--- src/rtl/meas_pkg.sv ---
// Shared types and defaults for the measurement sequencer.
// The control outputs are decoded from a state so they can be registered against the next state.
package meas_pkg;

    typedef enum logic [2:0] {
        ST_IDLE,
        ST_CLEAR,
        ST_ALIGN,
        ST_GATE,
        ST_LATCH,
        ST_HOLD
    } state_e;

    localparam int GL0_DEF = 1;
    localparam int GL1_DEF = 10;
    localparam int GL2_DEF = 100;
    localparam int GL3_DEF = 1000;

    typedef struct packed {
        logic cnt_clr;
        logic gate_en;
        logic latch;
        logic res_valid;
        logic busy;
    } ctl_t;

    function automatic ctl_t decode_ctl(state_e s);
        ctl_t c;
        c = '0;
        c.busy = (s != ST_IDLE);
        case (s)
            ST_CLEAR: c.cnt_clr   = 1'b1;
            ST_GATE:  c.gate_en   = 1'b1;
            ST_LATCH: c.latch     = 1'b1;
            ST_HOLD:  c.res_valid = 1'b1;
            default:  ;
        endcase
        return c;
    endfunction

endpackage

--- src/rtl/meas_gate_timer.sv ---
// Counts 1 kHz ticks while the gate is open and flags the tick that ends the gate.
// The count stops at len-1 so it never runs past the programmed gate length.
module meas_gate_timer #(
    parameter int TCNT_W = 10
) (
    input  logic              clk,
    input  logic              rst_n,
    input  logic              clr_i,
    input  logic              en_i,
    input  logic              tick_i,
    input  logic [TCNT_W-1:0] len_i,
    output logic              term_o
);

    logic [TCNT_W-1:0] tcnt_q, tcnt_d;
    logic              last_w;

    assign last_w = (tcnt_q == len_i - TCNT_W'(1));
    assign term_o = en_i & tick_i & last_w;

    always_comb begin
        tcnt_d = tcnt_q;
        if (clr_i)
            tcnt_d = '0;
        else if (en_i && tick_i && !last_w)
            tcnt_d = tcnt_q + TCNT_W'(1);
    end

    always_ff @(posedge clk) begin
        if (!rst_n) tcnt_q <= '0;
        else        tcnt_q <= tcnt_d;
    end

endmodule

--- src/rtl/meas_seq.sv ---
// Measurement sequencer: clear, align to a 1 kHz tick, open the gate for N ms, latch, hold result.
// All outputs are registered from the next state, so no input reaches an output combinationally.
module meas_seq
    import meas_pkg::*;
#(
    parameter int TCNT_W = 10,
    parameter int GL0    = GL0_DEF,
    parameter int GL1    = GL1_DEF,
    parameter int GL2    = GL2_DEF,
    parameter int GL3    = GL3_DEF
) (
    input  logic              clk,
    input  logic              rst_n,
    input  logic              tick_1khz,
    input  logic [1:0]        gate_sel,
    input  logic              start,
    input  logic              cont,
    input  logic              abort,
    input  logic              res_ready,
    output logic              cnt_clr,
    output logic              gate_en,
    output logic              latch,
    output logic              res_valid,
    output logic              busy,
    output logic [TCNT_W-1:0] gate_ticks
);

    state_e            state_q, state_d;
    ctl_t              ctl_q;
    logic [TCNT_W-1:0] gate_ticks_q;
    logic [TCNT_W-1:0] gl_sel;
    logic              load_d;
    logic              term;

    always_comb begin
        gl_sel = TCNT_W'(GL0);
        case (gate_sel)
            2'b00: gl_sel = TCNT_W'(GL0);
            2'b01: gl_sel = TCNT_W'(GL1);
            2'b10: gl_sel = TCNT_W'(GL2);
            2'b11: gl_sel = TCNT_W'(GL3);
            default: ;
        endcase
    end

    meas_gate_timer #(
        .TCNT_W (TCNT_W)
    ) u_timer (
        .clk    (clk),
        .rst_n  (rst_n),
        .clr_i  (state_q == ST_CLEAR),
        .en_i   (state_q == ST_GATE),
        .tick_i (tick_1khz),
        .len_i  (gate_ticks_q),
        .term_o (term)
    );

    always_comb begin
        state_d = state_q;
        load_d  = 1'b0;
        case (state_q)
            ST_IDLE: begin
                if (start || cont) begin
                    state_d = ST_CLEAR;
                    load_d  = 1'b1;
                end
            end
            ST_CLEAR: state_d = ST_ALIGN;
            ST_ALIGN: if (tick_1khz) state_d = ST_GATE;
            ST_GATE:  if (term) state_d = ST_LATCH;
            ST_LATCH: state_d = ST_HOLD;
            ST_HOLD: begin
                if (res_ready) begin
                    if (cont) begin
                        state_d = ST_CLEAR;
                        load_d  = 1'b1;
                    end else begin
                        state_d = ST_IDLE;
                    end
                end
            end
            default: state_d = ST_IDLE;
        endcase
        // abort beats every other input arriving in the same cycle
        if (abort) begin
            state_d = ST_IDLE;
            load_d  = 1'b0;
        end
    end

    always_ff @(posedge clk) begin
        if (!rst_n) begin
            state_q      <= ST_IDLE;
            ctl_q        <= '0;
            gate_ticks_q <= '0;
        end else begin
            state_q <= state_d;
            ctl_q   <= decode_ctl(state_d);
            if (load_d) gate_ticks_q <= gl_sel;
        end
    end

    assign cnt_clr    = ctl_q.cnt_clr;
    assign gate_en    = ctl_q.gate_en;
    assign latch      = ctl_q.latch;
    assign res_valid  = ctl_q.res_valid;
    assign busy       = ctl_q.busy;
    assign gate_ticks = gate_ticks_q;

endmodule

--- config.mk ---
export PLATFORM = sky130hd
export DESIGN_NAME = meas_seq
export DESIGN_NICKNAME = d
export VERILOG_FILES = /design/src/rtl/meas_pkg.sv /design/src/rtl/meas_gate_timer.sv /design/src/rtl/meas_seq.sv
export SDC_FILE = /design/constraint.sdc
export NUM_CORES = 1
export LEC_CHECK = 0
export BUFFER_PORTS_ARGS = -buffer_cell sky130_fd_sc_hd__buf_2
export CORE_AREA = 2 2 71 73
export CTS_CLUSTER_DIAMETER = 150
export DETAILED_ROUTE_END_ITERATION = 10
export DIE_AREA = 0 0 73 75
export PLACE_DENSITY = 0.52
export SYNTH_ARGS = -nofsm -noshare
export SYNTH_HDL_FRONTEND = slang
export SYNTH_SLANG_ARGS = --single-unit
--- constraint.sdc ---
create_clock -name clk -period 6.2 [get_ports clk]
set_clock_uncertainty 0.05 [all_clocks]
set_input_delay 0.62 -clock clk [delete_from_list [all_inputs] [get_ports clk]]
set_output_delay 0.62 -clock clk [all_outputs]
set_load 0.005 [all_outputs]
==> results_dict.tcl, run 1 <==
set metrics [dict create \
    status "finished, final reports clean" \
    drv_cap 0 \
    globalplace.congestion 0.711 \
    synth_seq_cells 24 \
    utilization_pct 33.3 \
    grt_max_degree 24 \
    crit_fanout 23 \
    ys_seq_area_share_pct 35.1 \
    ant_nets 0 \
    cts_sinks 24 \
    drt-initial-drc-count 41 \
    comb_power_share_pct 11.4 \
    endpoint_kind "flop" \
    hold_viol_final 0 \
    powerDensity_mw_per_mm2 219 \
    htreeDepth 1 \
    antenna_found_initial 0 \
    start_util_pct 29.4 \
    p_leak_uw 0.000606 \
    die_area_sq_mm 0.00548 \
    whs_path_depth 2 \
    synth_flop_cell "dfxtp_1" \
    p_clk_share_pct 40.6 \
    fin_crit_sh_pct 39.2 \
    synth.distinct_cells 45 \
    relSlewSlack_pct 55.3 \
    cp-start-kind "flop" \
    post_cts_buffers 0 \
    clk_pin_slew_worst_paths_ns 0.09 \
    die_w_microns 73 \
    intPower_uw 263 \
    final.min_clock_period_ns 2.43 \
    clk_path_buf_depth 2 \
    root_buffer "clkbuf_8" \
    p_sw_share_pct 22.6 \
    io_pins 24 \
    seqPwrFrac_pct 48.0 \
    min_to "u_timer.tcnt_q[6]$_SDFFE_PP0P_" \
    final_nets 188 \
    drc 0 \
    tns_ns 0 \
    syn_area_sq_mm 0.00137 \
    syn_to_final_growth_pct 13.4 \
    post-place-cells 226 \
    grt_use_total_pct 11.2 \
    clk_latency_ns 0.27 \
    dr.pass1.iters 4 \
    worstSetupPathType "flop to flop" \
    drv_slew 0 \
    netSwitchingPower_uw 76.6 \
    fin_area_sq_mm 0.00155 \
    drt_wl_total_microns 2950 \
    core.rowCount 25 \
    r2r_slack_ns 3.77 \
    diodes 0 \
    vias 1180 \
    synth_area_per_cell_sq_um 8.61 \
    r2r-end "u_timer.tcnt_q[8]$_SDFFE_PP0P_" \
    core_sq_mm 0.00466 \
    yosysWarnings 0 \
    hold_class "flop to flop" \
    hpwl_microns 2200 \
    io_buffers 22 \
    wl_per_cell_microns 12.8 \
    dieHeight_microns 75 \
    synth_edf_count 0 \
    rsz0062_at_grt "no" \
    grt_pass1_wl_microns 4820 \
    cp.required_ns 6.35 \
    cts_buffers 3 \
    reg2reg_from "gate_ticks[0]$_SDFFE_PN0P_" \
    postPlaceCellArea_sq_mm 0.00148 \
    syn-num-nets 170 \
    ys_async_sr_fraction_pct 0 \
    fmax_mhz 412 \
    synthCells 159 \
    cts_resized 0 \
    stdcell_count 230 \
    cts_hold_buffers 0 \
    drive_above_1_share_pct 21.6 \
    hp-start "u_timer.tcnt_q[6]$_SDFFE_PP0P_" \
    crit_arrival_ns 2.57 \
    setup_violations 0 \
    rr_worst_depth 9 \
    gr-total-overflow 0 \
    total_power_uw 339 \
    tritoncts "yes" \
    ir_worst_vdd_uv 89.8 \
    grt_pass1_vias 1044 \
    avgViaCountPerCell 5.13 \
    worst_pin_slew_ns 0.669 \
]
[flip-flops by register name, indices dropped and copies added (netlist names)]
name / flops
busy: 1
state_q: 3
gate_ticks: 6
gate_en: 1
res_valid: 1
cnt_clr: 1
u_timer.tcnt_q: 10
latch: 1
[power groups by stage]
stage                     Sequential, uW  Clock [uW]  Combinational (uW)
after floorplan                      165           0                28.7
after global placement               167           0                39.3
after detailed placement             167           0                38.8
after CTS                            163         144                39.2
after global routing                 164         150                43.3
final                                163         138                38.6
[Yosys cell counts (2+ instances only)]
library cell / number / area [sq um]
a21boi_0: 4 / 30.0
a21oi_1: 12 / 60.1
and3_1: 4 / 25.0
buf_4: 4 / 30.0
clkbuf_1: 5 / 18.8
dfxtp_1: 24 / 480
ha_1: 2 / 25.0
inv_1: 6 / 22.5
mux2i_1: 3 / 30.0
nand2_1: 7 / 26.3
nand2b_1: 4 / 25.0
nand3_1: 3 / 15.0
nand3b_1: 2 / 15.0
nand4_1: 7 / 43.8
nor2_1: 8 / 30.0
nor2b_1: 5 / 31.3
nor3_1: 3 / 15.0
o21ai_0: 4 / 20.0
o21ai_1: 2 / 10.0
o21ai_2: 5 / 43.8
o31ai_1: 5 / 37.5
or3_1: 7 / 43.8
or4_1: 4 / 30.0
xnor2_1: 3 / 26.3
xor2_1: 6 / 52.6
[metal layers]
| layer | global-route usage, % | vias up | wire length, microns |
|---|---|---|---|
| li1 | - | 611 | - |
| met1 | 15.0 | 541 | 1510 |
| met2 | 17.7 | 24 | 1280 |
| met3 | 1.87 | 4 | 115 |
| met4 | 4.94 | 0 | 38 |
| met5 | 0 | - | 0 |
[final cells by class]
cell class                      instances  area [sq um]
Tap cell                               54          67.6
Clock inverter                          1          30.0
Timing Repair Buffer                   24           125
Sequential cell                        24           480
Fill cell                             500          3110
Multi-Input combinational cell        118           786
Clock buffer                            3          41.3
Inverter                                6          22.5
[critical path, stage by stage, from the launching register on]
cell and delay (ns):
dfxtp_1 0.40, inv_1 0.09, ha_1 0.24, nor4b_1 0.31, xor2_1 0.19, a211o_1 0.13
a211oi_2 0.06, buf_4 0.22, or4_1 0.49, a21oi_1 0.18
[logic make-up (layout without fill, tap and decap cells)]
group | count (synthesis) | count (layout) | synth area share [%]
AOI/OAI and AO/OA | 44 | 44 | 22.4
xor gates and xnor gates | 9 | 9 | 5.76
adders and majority gates | 2 | 2 | 1.83
buffers and inverters | 17 | 34 | 7.50
DFF | 24 | 24 | 35.1
muxes | 3 | 3 | 2.19
other | 1 | 1 | 0.274
and+or+nand+nor | 59 | 59 | 25.0
[worst max path at each step]
stage	to	cells after the start	start	slack, ns
global route	u_timer.tcnt_q[7]$_SDFFE_PP0P_	9	gate_ticks[0]$_SDFFE_PN0P_	3.56
CTS	u_timer.tcnt_q[8]$_SDFFE_PP0P_	9	gate_ticks[0]$_SDFFE_PN0P_	3.75
finish	u_timer.tcnt_q[8]$_SDFFE_PP0P_	9	gate_ticks[0]$_SDFFE_PN0P_	3.77
detailed placement	u_timer.tcnt_q[7]$_SDFFE_PP0P_	9	gate_ticks[0]$_SDFFE_PN0P_	3.81
floorplan	state_q[2]$_SDFF_PN0_	10	gate_ticks[0]$_SDFFE_PN0P_	4.04
global placement	state_q[0]$_SDFF_PN0_	9	gate_ticks[0]$_SDFFE_PN0P_	3.79
[per-stage QoR]
stage | worst slack (ns) | hold slack [ns]
5_1_grt | 3.56 | 0.519
6_report | 3.77 | 0.483
2_1_floorplan | 4.04 | 0.429
3_3_place_gp | 3.79 | 0.463
3_5_place_dp | 3.81 | 0.466
4_1_cts | 3.75 | 0.481
[cell usage in the layout, fill, tap and decap left out, types with 2 or more instances in the layout]
cell      count
o21ai_0       4
mux2i_1       3
o31ai_1       5
o21ai_2       5
clkbuf_8      3
inv_1         6
or3_1         7
dfxtp_1      24
buf_2        22
nor3_1        3
nand4_1       7
xor2_1        6
nand3b_1      2
and3_1        4
xnor2_1       3
nand3_1       3
a21oi_1      12
nor2b_1       5
a21boi_0      4
o21ai_1       2
nand2b_1      4
nand2_1       7
or4_1         4
nor2_1        8
buf_4         2
ha_1          2
Power figures use the tool's default switching activity.
==> inputs of run 2 (changes only) <==
Settings changed: PLACE_DENSITY 0.52 to 0.54.
Clock period 6.2 ns to 2.1 ns, I/O delays scaled along.
==> run 2 against run 1 <==
Compared with the run above: the flow now finishes with violations (negative setup slack); cell count rose by 9.1%; global-route usage rose by 1.1 points; cell area rose by 16%; first-iteration DRC count fell by 7.3%; worst setup slack got worse by 3.8 ns; total power rose to 2.8 times the previous value; highest routed layer unchanged.
==> results_dict.tcl, run 2 (synthesis gave the netlist of run 1 again) <==
set metrics [dict create \
    netSwitchingPower_uw 235 \
    dieHeight_microns 75 \
    postPlaceCellArea_sq_mm 0.00162 \
    drv_cap 0 \
    fin_crit_sh_pct 103 \
    cts_sinks 24 \
    die_w_microns 73 \
    core_sq_mm 0.00466 \
    endpoint_kind "flop" \
    antenna_found_initial 0 \
    drive_above_1_share_pct 38.6 \
    cts_buffers 3 \
    grt_max_degree 18 \
    worstSetupPathType "flop to flop" \
    cp.required_ns 2.26 \
    drt-initial-drc-count 38 \
    vias 1273 \
    rsz0062_at_grt "yes" \
    gr-total-overflow 0 \
    comb_power_share_pct 16.6 \
    wl_per_cell_microns 12.4 \
    core.rowCount 25 \
    hpwl_microns 2280 \
    avgViaCountPerCell 5.07 \
    start_util_pct 29.4 \
    whs_path_depth 3 \
    final_cell_mix "buf_2 (23), dfxtp_1 (20), buf_4 (18), nor2_1 (8), a21oi_1 (8)" \
    powerDensity_mw_per_mm2 528 \
    die_area_sq_mm 0.00548 \
    p_leak_uw 0.000736 \
    p_clk_share_pct 33.2 \
    ant_nets 0 \
    grt_pass1_vias 1244 \
    crit_fanout 5 \
    hold_viol_final 0 \
    final.min_clock_period_ns 2.16 \
    largest_reg_flops 10 \
    io_buffers 22 \
    globalplace.congestion 0.777 \
    cp-start-kind "flop" \
    tns_ns -0.281 \
    cts_hold_buffers 0 \
    intPower_uw 716 \
    drv_slew 0 \
    p_sw_share_pct 24.7 \
    final_common_cell "buf_2" \
    seqPwrFrac_pct 50.2 \
    fin_area_sq_mm 0.00180 \
    grt_pass1_wl_microns 5440 \
    htreeDepth 1 \
    syn_to_final_growth_pct 31.4 \
    status "finished, violations left" \
    crit_arrival_ns 2.32 \
    clk_path_buf_depth 2 \
    root_buffer "clkbuf_8" \
    hold_class "input port to flop" \
    fmax_mhz 463 \
    io_pins 24 \
    violations "negative setup slack" \
    rr_worst_depth 7 \
    drt_wl_total_microns 3100 \
    drc 0 \
    diodes 0 \
    clk_latency_ns 0.27 \
    setup_violations 7 \
    clk_pin_slew_worst_paths_ns 0.08 \
    timing.final.ws_setup_ns -0.0615 \
    ir_worst_vdd_uv 352 \
    top_register "u_timer.tcnt_q" \
    dr.pass1.iters 4 \
    final_nets 209 \
    grt_use_total_pct 12.3 \
    tritoncts "yes" \
    fillers 485 \
]
-- run 2: worst paths after layout --
kind / from / end / slack (ns)
max: gate_ticks[1]$_SDFFE_PN0P_ / u_timer.tcnt_q[9]$_SDFFE_PP0P_ / -0.06
min: gate_sel[0] / gate_ticks[8]$_SDFFE_PN0P_ / 0.19
max reg2reg: gate_ticks[1]$_SDFFE_PN0P_ / u_timer.tcnt_q[9]$_SDFFE_PP0P_ / -0.06
min reg2reg: u_timer.tcnt_q[6]$_SDFFE_PP0P_ / u_timer.tcnt_q[6]$_SDFFE_PP0P_ / 0.49
-- run 2: what timing repair did --
action | in CTS | in global routing
gates cloned | 0 | 2
resized for setup | 4 | 24
setup endpoints to repair | 11 | 15
pin swaps | 0 | 10
buffers inserted | 0 | 1
-- run 2: critical path: stages (launching register included) --
cell	delay [ns]
dfxtp_2	0.35
or4_4	0.54
o21ai_2	0.12
a211o_1	0.17
a211oi_4	0.09
buf_6	0.15
or4_1	0.51
a21oi_2	0.12
-- run 2: layout make-up --
| type | instances | area [sq um] | area share (%) |
|---|---|---|---|
| clock buffer | 4 | 55.1 | 3.06 |
| inverter | 6 | 22.5 | 1.25 |
| multi-input combinational | 118 | 868 | 48.3 |
| sequential | 24 | 490 | 27.3 |
| tap | 54 | 67.6 | 3.76 |
| timing repair buffer | 45 | 295 | 16.4 |
-- run 2: layer usage --
layer	GRT usage, %	routed length [microns]	vias to the layer above
met5	0	0	-
met4	3.09	32	0
met3	2.81	89	5
met2	20.6	1420	17
met1	15.9	1550	595
li1	-	-	656
-- run 2: stage by stage --
step / hold slack (ns) / cells / power (uW) / worst slack (ns) / util, %
after global routing: 0.207 / 251 / 1000 / -0.140 / 38.6
after global placement: 0.456 / 244 / 625 / -0.0415 / 34.7
final: 0.194 / 251 / 951 / -0.0615 / 38.6
after floorplan: 0.318 / 159 / 573 / 0.0103 / -
after detailed placement: 0.468 / 244 / 625 / -0.0921 / 34.7
after CTS: 0.190 / 248 / 953 / -0.0631 / 36.3
-- run 2: power by group through the flow --
stage | registers, uW | clock network, uW | logic, uW
2_1_floorplan | 488 | 0 | 84.8
3_3_place_gp | 487 | 0 | 138
3_5_place_dp | 487 | 0 | 138
4_1_cts | 478 | 332 | 142
5_1_grt | 480 | 348 | 176
6_report | 478 | 316 | 158
